===== config.mk =====
export PLATFORM = sky130hd
export DESIGN_NAME = hfrv_mem_wait_ctrl
export DESIGN_NICKNAME = d
export VERILOG_FILES = /design/src/rtl/hfrv_mem_wait_ctrl.sv
export SDC_FILE = /design/constraint.sdc
export NUM_CORES = 1
export LEC_CHECK = 0
export CAP_MARGIN = 0
export CORE_ASPECT_RATIO = 1.25
export CORE_UTILIZATION = 39
export CTS_BUF_LIST = sky130_fd_sc_hd__clkbuf_2 sky130_fd_sc_hd__clkbuf_4 sky130_fd_sc_hd__clkbuf_8
export DETAILED_ROUTE_END_ITERATION = 16
export PLACE_DENSITY = 0.75
export SLEW_MARGIN = 10
export SYNTH_ARGS = -nofsm -noshare
export SYNTH_HDL_FRONTEND = slang
export SYNTH_SLANG_ARGS = --single-unit

===== constraint.sdc =====
create_clock -name clk -period 1.6 [get_ports clk]
set_input_delay 0.16 -clock clk [delete_from_list [all_inputs] [get_ports clk]]
set_output_delay 0.16 -clock clk [all_outputs]
set_load 0.05 [all_outputs]

===== src/rtl/hfrv_mem_wait_ctrl.sv =====
// HF-RISC data-bus responder for a 1-cycle-latency word SRAM: programmable wait
// states before each in-range access, out-of-range error pulse, saturating stall counter.
`timescale 1ns/1ps
module hfrv_mem_wait_ctrl #(
  parameter logic [31:0] BASE_ADDR   = 32'h4000_0000,
  parameter int unsigned ADDR_WIDTH  = 14,
  parameter int unsigned WAIT_STATES = 2
) (
  input  logic                  clk,
  input  logic                  reset,
  input  logic [31:0]           address,
  input  logic [31:0]           data_write,
  input  logic [3:0]            data_we,
  output logic [31:0]           data_read,
  output logic                  stall,
  output logic                  mem_en,
  output logic [3:0]            mem_we,
  output logic [ADDR_WIDTH-1:0] mem_addr,
  output logic [31:0]           mem_wdata,
  input  logic [31:0]           mem_rdata,
  output logic                  err,
  output logic [31:0]           stall_count
);

  typedef enum logic [1:0] {ST_IDLE, ST_WAIT, ST_GO} state_t;

  localparam logic [32:0] LP_WIN_LO = {1'b0, BASE_ADDR};
  localparam logic [32:0] LP_WIN_HI = LP_WIN_LO + (33'd4 << ADDR_WIDTH);
  localparam bit          LP_NOWAIT = (WAIT_STATES == 0);
  localparam bit          LP_ONEWAIT = (WAIT_STATES == 1);
  // The IDLE cycle is itself the first stall cycle, so WAIT only covers WAIT_STATES-1.
  localparam logic [3:0]  LP_CNT_LOAD = (WAIT_STATES >= 2) ? 4'(WAIT_STATES - 2) : 4'd0;

  state_t                r_state;
  state_t                w_next;
  logic [3:0]            r_cnt;
  logic [31:0]           r_req_addr;
  logic [31:0]           r_req_wdata;
  logic [3:0]            r_req_we;
  logic                  r_rd_valid;
  logic [31:0]           r_stall_count;
  logic                  r_protocol_err;
  logic                  w_in_range;

  assign w_in_range = ({1'b0, address} >= LP_WIN_LO) && ({1'b0, address} < LP_WIN_HI);

  always_ff @(posedge clk or negedge reset) begin
    if (!reset) begin
      r_state        <= ST_IDLE;
      r_cnt          <= '0;
      r_req_addr     <= '0;
      r_req_wdata    <= '0;
      r_req_we       <= '0;
      r_rd_valid     <= 1'b0;
      r_stall_count  <= '0;
      r_protocol_err <= 1'b0;
    end else begin
      r_state <= w_next;
      if (r_state == ST_IDLE && stall) begin
        r_req_addr  <= address;
        r_req_wdata <= data_write;
        r_req_we    <= data_we;
        r_cnt       <= LP_CNT_LOAD;
      end else if (r_state == ST_WAIT && r_cnt != '0) begin
        r_cnt <= r_cnt - 4'd1;
      end
      r_rd_valid <= mem_en && (mem_we == '0);
      if (stall && r_stall_count != '1) begin
        r_stall_count <= r_stall_count + 32'd1;
      end
      if (r_state == ST_WAIT && (address != r_req_addr || data_we != r_req_we)) begin
        r_protocol_err <= 1'b1;
      end
    end
  end

  always_comb begin
    w_next = r_state;
    case (r_state)
      ST_IDLE: begin
        if (w_in_range && !LP_NOWAIT) begin
          w_next = LP_ONEWAIT ? ST_GO : ST_WAIT;
        end
      end
      ST_WAIT: begin
        if (r_cnt == '0) begin
          w_next = ST_GO;
        end
      end
      ST_GO:   w_next = ST_IDLE;
      default: w_next = ST_IDLE;
    endcase
  end

  always_comb begin
    stall     = 1'b0;
    mem_en    = 1'b0;
    mem_we    = '0;
    mem_addr  = address[ADDR_WIDTH+1:2];
    mem_wdata = data_write;
    err       = 1'b0;
    case (r_state)
      ST_IDLE: begin
        if (reset) begin
          if (!w_in_range) begin
            err = 1'b1;
          end else if (LP_NOWAIT) begin
            mem_en = 1'b1;
            mem_we = data_we;
          end else begin
            stall = 1'b1;
          end
        end
      end
      ST_WAIT: stall = 1'b1;
      ST_GO: begin
        mem_en    = 1'b1;
        mem_we    = r_req_we;
        mem_addr  = r_req_addr[ADDR_WIDTH+1:2];
        mem_wdata = r_req_wdata;
      end
      default: ;
    endcase
  end

  assign data_read   = r_rd_valid ? mem_rdata : 32'h0;
  assign stall_count = r_stall_count;

  a_no_en_while_stall: assert property (@(posedge clk) disable iff (!reset) !(stall && mem_en));
  a_no_en_with_err:    assert property (@(posedge clk) disable iff (!reset) !(err && (mem_en || stall)));
  c_protocol_err:      cover property (@(posedge clk) r_protocol_err);

endmodule

==> run summary <==
DP Wirelength: 12000 microns
Mapped Area: 4730 sq um
register area share after synthesis: 47.0%
TritonCTS Buffers: 9
Fmax: 521 MHz
initial DRC count: 152
failing checks: setup timing
crit path max fanout: 8
nets@finish: 813
final wirelength: 18400 microns
initial antenna violation count: 2
I/O pin cnt: 219
Reg2Reg Depth: 7
Avg Vias per Cell: 5.09
origin of the critical flop-to-flop path: r_state[1]
status: complete, but fails checks
asr flop ratio synth: 100%
Starting Density: 40.4%
IO Port Bufs: 216
Netlist cell types: 40
Pleak: 4.38 nW
die height: 125 microns
clk_lat worst skew: 0.37 ns
syn nets: 492
Data required, critical path: 1.44 ns
Residual DRC: 0
critical path class: register to output port
PD cells: 502 nW/um^2
CTS tree: built
Syn Inst Count: 387
Synth area leader: dfrtp_1
crit path launch type: register
FP Rows: 44
crit path capture: mem_wdata[19]
gr ovfl total: 0
number of synthesized flops with an enable pin: 0
Final Critical Period: 1.92 ns
skew final: 0.0103 ns
Core Area: 11700 sq um
hold depth: 2
GPL Wtd Cong: 0.838
worst hold path class: input port to register
full die area: 12600 sq um
crit path DAT: 1.76 ns
CTS sink cnt: 89
Reg2Reg Setup Slack: -0.27 ns
Critical Path Source: r_state[1]
gr usage total: 27.0%
Yosys reg bits: 89
Inst Count DP: 808
total number of vias: 4462
Final Slew Violations: 0
Hold Fails Final Rpt: 0
number of setup violations in the final report: 134
first-pass GRT wire length: 25600 microns
maximum clock insertion buffer count: 2
area share of the largest cell type after synthesis: 47.0%
final non-filler cell total: 876
Setup crit end kind: output port
Die Span X: 101 microns
fin crit share: 120%
Reg-to-Reg End: r_req_wdata[28]
Peak VDD IR: 377 uV
htree depth: 3
Top FF cell, synth: dfrtp_1
Yosys warnings: 0
Area Overhead vs Synth: 102%
Clock transition at path regs: 0.09 ns
relative slew slack: 66.7%
RSZ-0062 raised after global routing: true
fin worst setup slack: -0.320 ns
Post-DRT Antenna Nets: 0
synth top area cells: dfrtp_1 47%, mux2_2 22%, and2_1 4.8%
share of layout cells above drive strength 1: 61.0%
TritonRoute pass-1 iters: 4
average wire per standard cell: 21.0 microns
largest net degree at the start of global routing: 53
DP Worst Slack: -0.614 ns
fillers: 624
number of global-route vias before repair: 4641
CTS root buffer: clkbuf_8
max-cap violation count: 0
syn avg cell area: 12.2 sq um
Worst Tran Pin Value: 0.499 ns
-- layer usage --
| metal | vias up | part of all wire (%) | global-route usage [%] |
|---|---|---|---|
| met3 | 46 | 6.3 | 5.98 |
| met4 | 0 | 4.5 | 11.9 |
| li1 | 2016 | - | - |
| met2 | 203 | 54 | 49.7 |
| met1 | 2197 | 36 | 28.9 |
| met5 | - | 0 | 0 |
-- cells in the final DEF, fill, tap and decap left out, drive strengths merged, types with 4 or more instances in the layout --
cell           synthesis  layout
xnor2                 25      25
dfrtp                 89      89
nand3                 16      16
mux2                  97      97
nor2                  11      11
nand2                 15      15
nand4                 14      14
nor4                   7       7
and3                  13      13
dlygate4sd2            0      16
clkbuf                10      16
buf                    8     224
xor2                   8       8
and2                  36      36
and4                   4       4
clkdlybuf4s50          0      82
nor3                   9       9
-- layout make-up --
| class | instances | area [sq um] | area share [%] |
|---|---|---|---|
| antenna | 2 | 5.00 | 0.0523 |
| sequential | 89 | 2260 | 23.6 |
| multi-input combinational | 277 | 3100 | 32.4 |
| tap | 161 | 201 | 2.10 |
| inverter | 3 | 23.8 | 0.248 |
| clock buffer | 13 | 173 | 1.80 |
| clock inverter | 3 | 47.5 | 0.497 |
| timing repair inverter | 1 | 8.76 | 0.0915 |
| timing repair buffer | 327 | 3760 | 39.2 |
-- worst max-delay path, stage by stage (launching register included) --
cell and delay [ns]:
dfrtp_1 0.39, nor2b_4 0.21, buf_12 0.15, clkbuf_16 0.17
mux2_4 0.32, buf_8 0.15
-- kinds of logic after synthesis --
kind of cell | count (synthesis) | synth area share [%]
compound gates | 6 | 1.29
xor+xnor | 33 | 6.10
fa+ha+maj | 3 | 0.793
buf+inv | 21 | 2.62
flops | 89 | 47.0
mux | 97 | 23.1
simple gates | 138 | 19.1
-- flip-flops by register name, summed over array words and instances, names as in the netlist --
name and flops:
r_req_wdata 32, r_req_we 4, r_state 2, r_req_addr 14, r_rd_valid 1, r_cnt 4, stall_count 32
-- metrics by stage --
stage	instance area, sq um	TNS, ns	power, mW	hold slack (ns)	utilization [%]
floorplan	5170	-6.08	2.61	-0.136	-
global placement	8150	-39.18	3.06	0.379	69.5
detailed placement	8150	-41.23	3.06	0.381	69.5
CTS	9090	-24.33	4.77	0.411	77.5
global route	9580	-33.57	4.93	0.421	81.7
finish	9580	-25.72	4.81	0.423	81.7
-- power by group --
part / internal, mW / leakage (nW) / total [mW] / switching [mW]
Clock: 0.875 / 0.113 / 1.71 / 0.834
Sequential: 2.25 / 1.16 / 2.25 / 0.00212
Combinational: 0.428 / 3.11 / 0.850 / 0.422
-- synth_stat cells, types with 3 or more instances --
master / count
xor2_1: 8
and3_1: 13
nor4_2: 4
dfrtp_1: 89
ha_1: 3
clkbuf_1: 10
nor2b_1: 3
and4_1: 4
xnor2_1: 25
and2_1: 36
nand4_1: 12
buf_6: 5
mux2_2: 92
nor2_1: 11
nand3_1: 15
mux2_1: 5
nor3_1: 7
nand2_1: 15
-- repair_timing --
action / CTS / global route
endpoints found under the hold margin: 51 / 0
pin swaps: 36 / 35
hold buffers: 1 / 0
buffers inserted: 22 / 23
setup endpoints to repair: 131 / 176
cloned: 6 / 4
gates resized for setup: 110 / 78
-- worst min path at each step --
stage | startpoint | to | slack (ns)
finish | data_we[1] | r_req_we[1] | 0.42
global placement | reset | stall_count[15] | 0.38
detailed placement | reset | stall_count[15] | 0.38
floorplan | reset | r_cnt[0] | -0.14
CTS | data_we[1] | r_req_we[1] | 0.41
global route | data_we[1] | r_req_we[1] | 0.42
Note: power is estimated with default switching activity, not from simulation.
